`config.mk`:
```
export PLATFORM = sky130hd
export DESIGN_NAME = imem_stream_loader
export DESIGN_NICKNAME = d
export VERILOG_FILES = /design/src/rtl/mips_pkg.sv /design/src/rtl/imem_stream_loader_packer.sv /design/src/rtl/imem_stream_loader.sv
export SDC_FILE = /design/constraint.sdc
export NUM_CORES = 1
export LEC_CHECK = 0
export ABC_AREA = 1
export BUFFER_PORTS_ARGS = -buffer_cell sky130_fd_sc_hd__buf_2
export CELL_PAD_IN_SITES_DETAIL_PLACEMENT = 1
export CELL_PAD_IN_SITES_GLOBAL_PLACEMENT = 1
export CORE_MARGIN = 2
export CORE_UTILIZATION = 36
export CTS_BUF_LIST = sky130_fd_sc_hd__clkbuf_4
export DETAILED_ROUTE_END_ITERATION = 10
export HOLD_SLACK_MARGIN = 0.15
export PLACE_DENSITY_LB_ADDON = 0.1
export SLEW_MARGIN = 5
export SYNTH_ARGS = -nofsm -noshare
export SYNTH_HDL_FRONTEND = slang
export SYNTH_SLANG_ARGS = --single-unit
```
`constraint.sdc`:
```
create_clock -name clk -period 1.8 [get_ports clk]
set_clock_uncertainty 0.2 [all_clocks]
set_input_delay 0.18 -clock clk [delete_from_list [all_inputs] [get_ports clk]]
set_output_delay 0.18 -clock clk [all_outputs]
set_load 0.01 [all_outputs]
```
`src/rtl/mips_pkg.sv`:
```
// Shared types and constants for the instruction-memory stream loader.
package mips_pkg;

   // Loader FSM states.
   typedef enum logic [2:0] {
      HDR_HI,
      HDR_LO,
      DATA,
      WRITE,
      DONE,
      ERROR
   } load_state_t;

   localparam int HDR_BYTES      = 2;
   localparam int BYTES_PER_WORD = 4;
   localparam int INSTR_WIDTH    = 32;

endpackage

```
`src/rtl/imem_stream_loader_packer.sv`:
```
// Big-endian byte-to-word packer: the first accepted byte ends up in bits
// [31:24] once four bytes have been shifted in.
module imem_byte_packer
   import mips_pkg::*;
(
   input  logic                   clk,
   input  logic                   reset,
   input  logic                   byte_valid_i,
   input  logic [7:0]             byte_i,
   input  logic                   clear_i,
   output logic [INSTR_WIDTH-1:0] word_o,
   output logic                   word_full_o
);

   localparam logic [1:0] LAST_IDX = 2'(BYTES_PER_WORD - 1);

   logic [INSTR_WIDTH-1:0] word_q, word_d;
   logic [1:0]             idx_q, idx_d;

   // Shift in accepted bytes; the word-written pulse discards the word.
   always_comb begin
      word_d = word_q;
      idx_d  = idx_q;
      if (clear_i) begin
         word_d = '0;
         idx_d  = '0;
      end else if (byte_valid_i) begin
         word_d = {word_q[INSTR_WIDTH-9:0], byte_i};
         idx_d  = idx_q + 2'd1;
      end
   end

   // Packer registers, cleared by reset.
   always_ff @(posedge clk) begin
      if (reset) begin
         word_q <= '0;
         idx_q  <= '0;
      end else begin
         word_q <= word_d;
         idx_q  <= idx_d;
      end
   end

   assign word_o      = word_q;
   assign word_full_o = byte_valid_i && (idx_q == LAST_IDX);

endmodule

```
`src/rtl/imem_stream_loader.sv`:
```
// Boot loader: parses a 16-bit big-endian word count followed by that many
// big-endian instruction words, writes them to instruction memory and then
// releases the processor reset.
//
// Handshake: a byte moves on a rising edge where in_valid && in_ready.
// in_ready depends only on registered state; the source must hold in_data
// stable while in_valid is high and in_ready is low.
module imem_stream_loader
   import mips_pkg::*;
#(
   parameter int IMEM_WORDS = 256,
   parameter int ADDR_WIDTH = 8
) (
   input  logic                   clk,
   input  logic                   reset,
   input  logic                   in_valid,
   input  logic [7:0]             in_data,
   output logic                   in_ready,
   output logic                   imem_we,
   output logic [ADDR_WIDTH-1:0]  imem_addr,
   output logic [INSTR_WIDTH-1:0] imem_wdata,
   output logic                   cpu_reset,
   output logic                   load_done,
   output logic                   load_error
);

   // One extra bit so the index can reach the count IMEM_WORDS itself.
   localparam int          IDX_W     = ADDR_WIDTH + 1;
   localparam logic [16:0] MAX_WORDS = 17'(IMEM_WORDS);

   load_state_t            state_q, state_d;
   logic [15:0]            count_q, count_d;
   logic [IDX_W-1:0]       widx_q, widx_d;
   logic [IDX_W-1:0]       widx_inc;
   logic [15:0]            hdr_n;
   logic                   xfer;
   logic                   pack_valid;
   logic                   word_full;
   logic [INSTR_WIDTH-1:0] packed_word;

   assign in_ready   = (state_q == HDR_HI) || (state_q == HDR_LO) || (state_q == DATA);
   assign xfer       = in_valid && in_ready;
   assign pack_valid = xfer && (state_q == DATA);
   assign hdr_n      = {count_q[15:8], in_data};
   assign widx_inc   = widx_q + IDX_W'(1);

   imem_byte_packer u_packer (
      .clk          (clk),
      .reset        (reset),
      .byte_valid_i (pack_valid),
      .byte_i       (in_data),
      .clear_i      (state_q == WRITE),
      .word_o       (packed_word),
      .word_full_o  (word_full)
   );

   // Next-state logic: header parse, data collection, one-cycle write.
   always_comb begin
      state_d = state_q;
      count_d = count_q;
      widx_d  = widx_q;
      case (state_q)
         HDR_HI: begin
            if (xfer) begin
               count_d = {in_data, 8'h00};
               state_d = HDR_LO;
            end
         end
         HDR_LO: begin
            if (xfer) begin
               count_d = hdr_n;
               widx_d  = '0;
               if (hdr_n == 16'd0) begin
                  state_d = DONE;
               end else if ({1'b0, hdr_n} > MAX_WORDS) begin
                  state_d = ERROR;
               end else begin
                  state_d = DATA;
               end
            end
         end
         DATA: begin
            if (word_full) begin
               state_d = WRITE;
            end
         end
         WRITE: begin
            widx_d = widx_inc;
            if (17'(widx_inc) == {1'b0, count_q}) begin
               state_d = DONE;
            end else begin
               state_d = DATA;
            end
         end
         DONE:    state_d = DONE;
         ERROR:   state_d = ERROR;
         default: state_d = HDR_HI;
      endcase
   end

   // State, word count and word index registers.
   always_ff @(posedge clk) begin
      if (reset) begin
         state_q <= HDR_HI;
         count_q <= '0;
         widx_q  <= '0;
      end else begin
         state_q <= state_d;
         count_q <= count_d;
         widx_q  <= widx_d;
      end
   end

   assign imem_we    = (state_q == WRITE);
   assign imem_addr  = widx_q[ADDR_WIDTH-1:0];
   assign imem_wdata = packed_word;
   assign cpu_reset  = (state_q != DONE);
   assign load_done  = (state_q == DONE);
   assign load_error = (state_q == ERROR);

endmodule

```
==> flow_metrics.py <==
metrics = {
    "pwr": {
        "total_power_w": 0.00277,
        "internal_power_w": 0.00197,
        "p_sw_share_pct": 29.0,
        "p_clk_share_pct": 35.5,
        "p_sw_w": 0.000801,
        "p_per_area_nw_per_um2": 726,
        "combPwrFrac_pct": 12.6,
        "seq_power_share_pct": 51.9,
        "ir_drop_v": 0.000372,
        "leakagePower_nw": 1.59,
    },
    "die": {
        "placementRows": 32,
        "dieArea_um2": 8900,
        "fp.coreArea_um2": 7810,
        "io_pins": 56,
        "fp.dieH_um": 94.3,
        "die_w_um": 94.3,
        "start_util_pct": 37.6,
    },
    "timing": {
        "layout_min_cycle_time_ps": 1840,
        "hold_viol": 0,
        "rsz0062_at_grt": "true",
        "max_clock_freq_ghz": 0.544,
        "tightest_slew_ps": 263,
        "finalSetupViolations": 3,
        "max_slew_margin_pct": 82.3,
        "setup_slack_ps": -38.9,
        "finalMaxSlewViolations": 0,
        "post-route-period-util_pct": 102,
        "fin_tns_setup_ps": -84.9,
    },
    "worst_setup_path": {
        "cp.arrival_ps": 2000,
        "crit_path_start_kind": "register",
        "crit_required_ps": 1960,
        "worstPathMaxFanout": 7,
        "crit_type": "register to register",
        "end_kind": "register",
    },
    "synthesis": {
        "synth_area_per_cell_um2": 6.88,
        "ys_warn_count": 0,
        "ys_types": 27,
        "ys.flop_type": "dfxtp_1",
        "synth-simple-area-share_pct": 33.0,
        "synth_xor_xnor_area_share_pct": 0,
        "ys_ff_latch": 62,
        "synth-compound-area-share_pct": 14.0,
        "postSynthCellCount": 427,
        "synth.top_cell.area_share_pct": 42.2,
        "synth_edf_count": 0,
        "synth_top_area_cell": "dfxtp_1",
        "synth_top_family_by_area": "simple AND/OR/NAND/NOR gates",
        "synthAdderAreaFrac_pct": 0.852,
        "muxShareOfSynthArea_pct": 0,
        "yosys-top-cells-area": "dfxtp_1 (42%), nand2_1 (18%), a21oi_1 (9.9%)",
        "syn_area_um2": 2940,
        "async_flop_share_pct": 0,
        "synth-seq-area-share_pct": 42.2,
        "syn_nets": 440,
        "synth_common_cells": "nand2_1 (139), dfxtp_1 (62), a21oi_1 (58), inv_1 (33), nand3_1 (25)",
        "yosysMostFrequentCell": "nand2_1",
    },
    "route": {
        "routed_wl_mm": 8.99,
        "postRouteAntennaNets": 0,
        "vias": 3011,
        "drtIter0Drc": 84,
        "viasPerCell": 4.86,
        "drc": 0,
        "first_pass_iters": 4,
        "avgRoutedWirePerCell_um": 14.5,
    },
    "global_route": {
        "globalRouteTotalUtil_pct": 21.5,
        "grt_pass1_vias": 3101,
        "grt_max_degree": 35,
        "antenna_found_initial": 0,
        "grt_overflow": 0,
        "grt_pass1_wl_mm": 15.0,
    },
    "outcome": {
        "status": "complete, but fails checks",
        "violations": "negative setup slack",
    },
    "finish": {
        "drive_above_1_share_pct": 29.6,
        "multi_input_area_um2": 1480,
        "finalNetCount": 525,
        "diodes": 0,
        "ff_latch_area_um2": 1250,
        "fillers": 1046,
        "areaGrowthSynthToFinish_pct": 29.8,
    },
    "clock_network": {
        "clk_pin_slew_ps": 110,
        "clk_latency_ps": 410,
        "htree_levels": 3,
        "cts_inserted_buffers": 9,
        "cts.sinks": 62,
        "clock_path_buffers": 2,
        "root_buffer": "clkbuf_4",
        "cts_tree": "done",
    },
    "place": {
        "place.gp.congestion": 0.838,
        "hpwl_mm": 6.50,
        "io_buffers": 55,
    },
    "job": {
        "max_cap_violations": 0,
    },
    "hold_path": {
        "min_path_type": "register to register",
    },
}
## registers in the layout (all words and copies together) (netlist names)
| register | flops |
|---|---|
| u_packer.word_o | 32 |
| count_q | 16 |
| widx_q | 9 |
| state_q | 3 |
| u_packer.idx_q | 2 |
## per-stage QoR
step / instance area, um2 / cells / util (%) / hold slack, ps / setup WS (ps)
3_3_place_gp: 3470 / 591 / 44.5 / 233 / -30.4
6_report: 3810 / 619 / 48.8 / 257 / -38.9
2_1_floorplan: 2940 / 427 / - / 123 / 11.8
3_5_place_dp: 3470 / 591 / 44.5 / 243 / -82.8
4_1_cts: 3780 / 618 / 48.5 / 259 / -28.5
5_1_grt: 3810 / 619 / 48.8 / 277 / -185
## repair_timing
| action | in CTS | in global routing |
|---|---|---|
| hold buffers | 10 | 0 |
| gates cloned | 0 | 0 |
| setup buffers | 1 | 1 |
| gates resized for setup | 15 | 9 |
| pin swaps | 7 | 12 |
| endpoints found under the hold margin | 36 | 0 |
| setup endpoints to repair | 3 | 27 |
## cells by family after synthesis
group	count (synthesis)
and+or+nand+nor	217
AOI/OAI and AO/OA	80
buffers and inverters	66
DFF	62
adders and majority gates	2
## cell type report
class,count,share of cell area (%)
Inverter,44,4.40
Tap cell,102,3.35
Sequential cell,62,32.7
Timing Repair Buffer,96,17.0
Clock buffer,9,1.77
Multi-Input combinational cell,299,38.8
Clock inverter,7,1.97
## power by group through the flow
stage | Combinational, W | Clock [W] | Sequential, W
floorplan | 0.000198 | 0 | 0.00146
global placement | 0.000317 | 0 | 0.00146
detailed placement | 0.000325 | 0 | 0.00147
CTS | 0.000347 | 0.00101 | 0.00144
global route | 0.000392 | 0.00106 | 0.00144
finish | 0.000348 | 0.000982 | 0.00144
## worst paths after layout
kind,cells past startpoint,endpoint,slack [ps],start
max,13,state_q[2],-40,widx_q[0]
min,2,count_q[13],260,count_q[13]
max reg2reg,13,state_q[2],-40,widx_q[0]
min reg2reg,2,count_q[13],260,count_q[13]
## placed cells by master (no fill, tap or decap), types with 14 or more instances in the layout
master	count
a21oi_1	58
buf_2	55
buf_4	27
dfxtp_1	57
inv_1	33
nand2_1	135
nand3_1	17
nand3_2	14
nor2_1	20
o21ai_0	17
## per-layer routing
layer	wire, um	GRT usage [%]	vias to the layer above
met1	4400	28.8	1414
li1	-	-	1535
met5	0	0	-
met2	4220	35.4	52
met3	269	3.59	10
met4	96	7.00	0
## critical path, cell delays in order (launching register included)
cell and delay (ps):
dfxtp_2 370, buf_4 120, inv_2 50, nor2_4 220, nand3_2 130, nand3_2 80
nand2_2 80, nor2_2 100, nand2_1 60, nor2_2 90, nand3_2 80, nand3_2 70
nand2_2 50, nor2_2 70
Power figures use the tool's default switching activity.
